`src/rtl/clint_rtc_gen.sv`:
```
// NCO real-time tick source for the CLINT: f_rtc = f_clk * inc / 2^AccWidth.
// Optional rising-edge counter on tick_cnt_o when CLINT_RTC_GEN_TICK_CNT_EN is defined.
module clint_rtc_gen #(
  parameter int unsigned AccWidth = 32,
  parameter int unsigned MaxInc   = 2**(AccWidth-2),
  parameter int unsigned ResetInc = 0
) (
  input  logic                clk_i,
  input  logic                rst_ni,
  input  logic                en_i,
  input  logic [AccWidth-1:0] inc_i,
  input  logic                inc_valid_i,
  output logic                inc_ready_o,
  output logic                rtc_o,
  output logic                tick_o,
  output logic                busy_o
`ifdef CLINT_RTC_GEN_TICK_CNT_EN
  ,
  output logic [31:0]         tick_cnt_o
`endif
);

  localparam int unsigned W = AccWidth;
  localparam logic [W-1:0] MaxIncW = W'(MaxInc);
  localparam logic [W-1:0] RstIncW =
    (ResetInc > MaxInc) ? W'(MaxInc) : W'(ResetInc);

  typedef enum logic [1:0] {
    IDLE,
    RUN,
    DRAIN
  } state_e;

  state_e         state_q, state_d;
  logic [W-1:0]   acc_q, acc_nxt;
  logic [W-1:0]   inc_q, pend_q;
  logic           pend_vld_q;
  logic           msb_q;
  logic [W-1:0]   step;
  logic [W-1:0]   inc_eff;
  logic [W:0]     sum;
  logic           wrap;
  logic           apply;
  logic           stop;

  // A zero increment while draining must still finish the high phase.
  assign step = (state_q == DRAIN && inc_q == '0) ? MaxIncW : inc_q;
  assign sum  = {1'b0, acc_q} + {1'b0, step};
  assign wrap = sum[W];

  assign inc_eff     = (inc_i > MaxIncW) ? MaxIncW : inc_i;
  assign inc_ready_o = !pend_vld_q;
  assign apply       = pend_vld_q & ((state_q == IDLE) | wrap);
  assign stop        = !en_i || inc_q == '0;

  assign rtc_o  = acc_q[W-1];
  assign tick_o = acc_q[W-1] & ~msb_q;
  assign busy_o = state_q != IDLE;

  always_comb begin
    state_d = state_q;
    acc_nxt = acc_q;
    unique case (state_q)
      IDLE: begin
        acc_nxt = '0;
        if (en_i && inc_q != '0) state_d = RUN;
      end
      RUN: begin
        acc_nxt = sum[W-1:0];
        if (stop) begin
          // A wrap here already ends the high phase.
          if (acc_q[W-1] && !wrap) begin
            state_d = DRAIN;
          end else begin
            state_d = IDLE;
            acc_nxt = '0;
          end
        end
      end
      DRAIN: begin
        acc_nxt = sum[W-1:0];
        if (en_i && inc_q != '0) begin
          state_d = RUN;
        end else if (wrap) begin
          state_d = IDLE;
          acc_nxt = '0;
        end
      end
      default: begin
        state_d = IDLE;
        acc_nxt = '0;
      end
    endcase
  end

  always_ff @(posedge clk_i) begin
    if (!rst_ni) begin
      state_q    <= IDLE;
      acc_q      <= '0;
      msb_q      <= 1'b0;
      inc_q      <= RstIncW;
      pend_q     <= '0;
      pend_vld_q <= 1'b0;
    end else begin
      state_q <= state_d;
      acc_q   <= acc_nxt;
      msb_q   <= acc_q[W-1];
      if (apply) begin
        inc_q      <= pend_q;
        pend_vld_q <= 1'b0;
      end else if (inc_valid_i && inc_ready_o) begin
        pend_q     <= inc_eff;
        pend_vld_q <= 1'b1;
      end
    end
  end

`ifdef CLINT_RTC_GEN_TICK_CNT_EN
  always_ff @(posedge clk_i) begin
    if (!rst_ni) begin
      tick_cnt_o <= '0;
    end else if (tick_o) begin
      tick_cnt_o <= tick_cnt_o + 32'd1;
    end
  end
`endif

endmodule

```
`config.mk`:
```
export PLATFORM = sky130hd
export DESIGN_NAME = clint_rtc_gen
export DESIGN_NICKNAME = d
export VERILOG_FILES = /design/src/rtl/clint_rtc_gen.sv
export SDC_FILE = /design/constraint.sdc
export NUM_CORES = 1
export LEC_CHECK = 0
export ABC_AREA = 0
export ABC_CLOCK_PERIOD_IN_PS = 3700
export BUFFER_PORTS_ARGS = -buffer_cell sky130_fd_sc_hd__buf_2
export CAP_MARGIN = 20
export CORE_ASPECT_RATIO = 0.9
export CORE_UTILIZATION = 35
export CTS_CLUSTER_DIAMETER = 60
export DETAILED_ROUTE_END_ITERATION = 10
export GPL_TIMING_DRIVEN = 0
export PLACE_DENSITY_LB_ADDON = 0.05
export SYNTH_ARGS = -nofsm -noshare
export SYNTH_HDL_FRONTEND = slang
export SYNTH_SLANG_ARGS = --single-unit
```
`constraint.sdc`:
```
create_clock -name clk_i -period 3.7 [get_ports clk_i]
set_clock_uncertainty 0.15 [all_clocks]
set_input_delay 0.555 -clock clk_i [delete_from_list [all_inputs] [get_ports clk_i]]
set_output_delay 0.555 -clock clk_i [all_outputs]
set_load 0.01 [all_outputs]
```
======== Word level (Yosys, flattened, before mapping) ========
Cells that the tools add are included.
cells by class
  add/sub/neg operators ................... 1
  eq/ne operators ......................... 5
  $lt $le $gt $ge ......................... 1
  bitwise gates (word level) .............. 6
  mux-type cells .......................... 13
  reductions and logical operators ........ 15
operator list
  kind                                                  count
  two-way mux 32 bit                                    6
  one-hot mux 32 bit (2 select lines)                   1
  adder 32 x 32 -> 33 bit                               1
  > comparator 32 x 31 -> 1 bit, second input constant  1
  logical NOT 32 bit                                    1
  nonzero test 32 bit                                   1
  two-way mux 2 bit                                     5
  one-hot mux 2 bit (3 select lines)                    1
  logical AND 1 bit                                     4
  logical NOT 1 bit                                     3
  != test 3 x 2 -> 1 bit, second input constant         1
  inverter 1 bit                                        3
  AND reduction 3 bit                                   1
  AND 1 bit                                             2
  == test 2 x 1 -> 1 bit, second input constant         1
  == test 2 bit, second input constant                  1
  logical NOT 2 bit                                     1
  != test 2 x 1 -> 1 bit, second input constant         1
  != test 2 bit, second input constant                  1
  AND reduction 2 bit                                   1
  nonzero test 2 bit                                    1
  OR reduction 2 bit                                    1
  logical OR 1 bit                                      1
  bitwise OR 1 bit                                      1
word-level totals
  bits of input ports ..................... 36
  register bits ........................... 100
  output and inout bits ................... 4
  logic and storage cells ................. 47

======== Longest topological paths before layout ========
  word-level depth ........................ 9
  mapped depth ............................ 13
  gate-level depth less buffers ........... 11

======== Worst setup path before layout ========
No wires, ideal clock.
  path kind ............................... flip-flop to flip-flop
  start point ............................. register inc_q[0]
  end point ............................... register inc_q[24]
  library setup time ...................... 69 ps
  arrival time ............................ 2411 ps
  path buffers ............................ 3
  cell stages (with the launch flop) ...... 13
  required time ........................... 3481 ps
  path slack .............................. 1071 ps
  cell sequence ........................... dfxtp_1 -> clkbuf_1 -> ha_1 -> fa_1 -> a211oi_1 -> o21ai_1 -> o211ai_2 -> a211oi_2 -> o31ai_2 -> buf_6 -> buf_6 -> nand3_1 -> o21ai_1
on the way
  word-level cells in the longest chain between the ends .. 6
ends and longest elaborated chain
  what                       line  RTL
  start, declared            36    logic [W-1:0] inc_q, pend_q;
  start signal, assigned     101   inc_q <= RstIncW;
  start signal, assigned     109   inc_q <= pend_q;
  logical NOT 32 bit         47    assign step = (state_q == DRAIN && inc_q == '0) ? MaxIncW : inc_q;
  logical AND 1 bit          47
  two-way mux 32 bit *       47
  adder 32 x 32 -> 33 bit *  48    assign sum = {1'b0, acc_q} + {1'b0, step};
  bitwise OR 1 bit *         53    assign apply = pend_vld_q & ((state_q == IDLE) | wrap);
  AND 1 bit *                53
Every way passes the cells marked *; elsewhere a longest branch is shown, timed or not.
A chain may end at the register's enable or synchronous reset.

======== Worst setup path in the final report ========
  start point ............................. register inc_q[7]
  end point ............................... register acc_q[2]
on the way
  word-level cells in the longest chain between the ends .. 9
  elaborated cells between the ends (all ways) .. 14
ends and longest elaborated chain
  what                                   line    RTL
  logical NOT 32 bit                     47, 54
  logical AND 1 bit                      47
  two-way mux 32 bit                     47
  adder 32 x 32 -> 33 bit                48
  logical NOT 1 bit                      72      if (acc_q[W-1] && !wrap) begin
  logical AND 1 bit                      72
  two-way mux 32 bit                     72
  two-way mux 32 bit                     70      if (stop) begin
  one-hot mux 32 bit (2 select lines) *  63      unique case (state_q)
  end signal, assigned                   106     acc_q <= acc_nxt;
  end, declared                          35      logic [W-1:0] acc_q, acc_nxt;
Marked as above.

==> impl_metrics.toml <==
[synth]
async_reset_ff_share_pct = 0
yosys_warnings = 0
ys_ff_latch = 100
synth_area_sq_um = 5480
postSynthNetCount = 734
yosysSeqAreaShare_pct = 36.6
synth_flop_cell = "dfxtp_1"
synth.distinct_cells = 65
syn_area_per_cell_sq_um = 8.28
synth_edf_count = 0
postSynthCellCount = 661

[routing]
drc = 0
totalWireLength_um = 14100
drt_iter0_drc = 247
vias_per_cell = 5.11
avgRoutedWirePerCell_um = 15.5
detail-route-antenna-nets = 0
drt_pass1_iterations = 4
vias = 4667

[min_path]
holdPathEnd = "pend_vld_q"
hp-start = "inc_valid_i"
holdCritPathClass = "in2reg"
whs_path_depth = 2

[worst_setup_path]
regToRegSetupSlack_ns = 0.42
cp-end-kind = "flop"
timing.rr.end = "acc_q[2]"
r2r_cells = 12
required_ns = 3.79
crit_type = "reg2reg"
critPathArrivalTime_ns = 3.37
setup.worst_path.start_class = "flop"
rr_startpoint = "inc_q[7]"
cp_max_fo = 10

[cts]
post_cts_buffers = 0
holdBufCountCts = 0
cts_max_level = 3
cts_buffers = 9
cts-resized-gates = 0
clock_latency_ns = 0.36
cts_tree = "built"
cts.sinks = 100
clk_pin_slew_ns = 0.08
clockBufferDepth = 2
cts_root_buf = "clkbuf_16"

[timing]
final_max_slew_viol_count = 0
layout_min_cycle_time_ns = 3.28
fmax_ghz = 0.305
slew_headroom_pct = 54.1
post-route-period-util_pct = 88.6
setup_viol_count_final = 0
grt_setup_unrepaired = "no"
tightest_slew_ns = 0.686
finalHoldViolCount = 0
fin_setup_tns_ns = 0

[floorplanning]
die_y_um = 121
rows = 42
die_w_um = 134
dieArea_sq_um = 16100
initial_core_util_pct = 36.6
design.core.area_sq_um = 15000
ioPinCount = 40

[power_and_ir_drop]
power_switching_uw = 628
finalPower_uw = 2360
vdd_drop_max_uv = 214
comb_power_share_pct = 10.4
total_leakage_power_uw = 0.00236
switching_share_pct = 26.6
p_int_uw = 1740
power_density_nw_per_um2 = 379
p_seq_share_pct = 47.1
clkPwrFrac_pct = 42.6

[cells_and_area]
fin_nets = 784
syn2layout_area_growth_pct = 13.7
drive_above_1_share_pct = 13.3
diodes = 0

[grt]
grtUsageTotal_pct = 18.5
grt_max_degree = 19
grt_pass1_vias = 4473
antenna_found_initial = 0
overflow = 0
grt_pass1_wl_um = 23300

[placed_design]
gp_congestion = 0.818
hpwl_um = 11000
io_buffer_count = 39

[job]
maxCapViolCount = 0

[outcome]
outcome = "finished, final reports clean"
[cell usage after synthesis (11+ instances only)]
library cell | count | share of area (%)
a22oi_1 | 30 | 4.1
dfxtp_1 | 100 | 37
nand4_1 | 11 | 1.3
ha_1 | 36 | 8.2
xor2_1 | 19 | 3.0
inv_1 | 13 | 0.89
nand3_1 | 39 | 3.6
a21o_1 | 11 | 1.5
nor4_1 | 18 | 2.1
o21ai_1 | 29 | 2.7
clkbuf_1 | 47 | 3.2
nor2_1 | 49 | 3.4
o21ai_0 | 20 | 1.8
a21oi_1 | 33 | 3.0
nand2_1 | 62 | 4.3
nor2b_1 | 34 | 3.9
[area by class of cell]
cell class              count  area, sq um
clock inverters             6         80.1
repair buffers             39          195
flip-flops and latches    100         2000
clock buffers              10          229
inverters                  13         48.8
multi-input cells         480         3090
fillers                  1541         8750
plain buffers              68          330
well taps                 198          248
[per-stage QoR]
stage | hold slack [ns] | area, sq um | setup slack [ns] | utilization [%] | std cells
2_1_floorplan | 0.279 | 5480 | 1.07 | - | 661
3_3_place_gp | 0.299 | 5920 | 0.375 | 39.5 | 898
3_5_place_dp | 0.298 | 5920 | 0.352 | 39.5 | 898
4_1_cts | 0.282 | 6230 | 0.334 | 41.6 | 914
5_1_grt | 0.285 | 6230 | 0.105 | 41.6 | 914
6_report | 0.293 | 6230 | 0.421 | 41.6 | 914
[worst max-delay path: stages (launching register included)]
cell      delay (ns)
dfxtp_1         0.35
nor4_1          0.35
nand4_1         0.20
nor2_1          0.19
a21o_1          0.18
ha_1            0.21
or3_1           0.14
a31oi_1         0.04
o32ai_1         0.64
o21bai_1        0.14
nand4_2         0.24
buf_4           0.25
nor2_1          0.07
[how the worst max path moves through the flow]
stage / startpoint / endpoint / slack, ns / depth (start not counted)
after floorplan: inc_q[0] / inc_q[24] / 1.07 / 12
after global placement: inc_q[7] / acc_q[2] / 0.38 / 12
after detailed placement: inc_q[7] / acc_q[2] / 0.35 / 12
after CTS: inc_q[7] / acc_q[2] / 0.33 / 12
after global routing: inc_q[8] / acc_q[2] / 0.10 / 12
final: inc_q[7] / acc_q[2] / 0.42 / 12
[sequential cells by signal (all words and copies together) (netlist names)]
signal and flops:
state_q 2, pend_q 32, acc_q 32, inc_q 32
pend_vld_q 1, msb_q 1
[power by group through the flow]
| stage | Sequential [uW] | Clock [uW] | Combinational (uW) |
|---|---|---|---|
| 2_1_floorplan | 1130 | 0 | 174 |
| 3_3_place_gp | 1140 | 0 | 245 |
| 3_5_place_dp | 1140 | 0 | 248 |
| 4_1_cts | 1110 | 1030 | 249 |
| 5_1_grt | 1120 | 1070 | 273 |
| 6_report | 1110 | 1010 | 245 |
[kinds of logic (layout without fill, tap and decap cells)]
family / after synthesis / count (layout) / synth area share (%)
buffers and inverters: 81 / 136 / 6.92
adder cells (fa/ha/maj): 37 / 37 / 8.59
multiplexers: 3 / 3 / 0.548
XOR/XNOR: 27 / 27 / 4.32
AND/OR/NAND/NOR: 237 / 237 / 21.7
AO/OA/AOI/OAI: 176 / 176 / 21.3
flip-flops: 100 / 100 / 36.6
[layout by cell type, fill, tap and decap left out, drive strengths merged, types with 4 or more instances in the layout]
cell / synthesis / routed
nor2: 49 / 49
clkbuf: 50 / 60
buf: 18 / 57
xor2: 19 / 19
a21o: 11 / 11
nor4: 19 / 19
nor3: 5 / 5
nand3: 40 / 40
o21ai: 53 / 53
nand2: 63 / 63
ha: 36 / 36
nor2b: 34 / 34
o211ai: 5 / 5
nand4: 12 / 12
xnor2: 8 / 8
a22oi: 30 / 30
a211oi: 8 / 8
inv: 13 / 16
a31oi: 9 / 9
a21oi: 34 / 34
dfxtp: 100 / 100
o21a: 4 / 4
[layer usage]
layer | global-route usage [%] | vias to the layer above | part of all wire (%)
li1 | - | 2458 | -
met1 | 27.0 | 2122 | 53
met2 | 27.9 | 83 | 43
met3 | 3.56 | 4 | 3.9
met4 | 3.84 | 0 | 0.42
met5 | 0 | - | 0
Power figures use the tool's default switching activity.
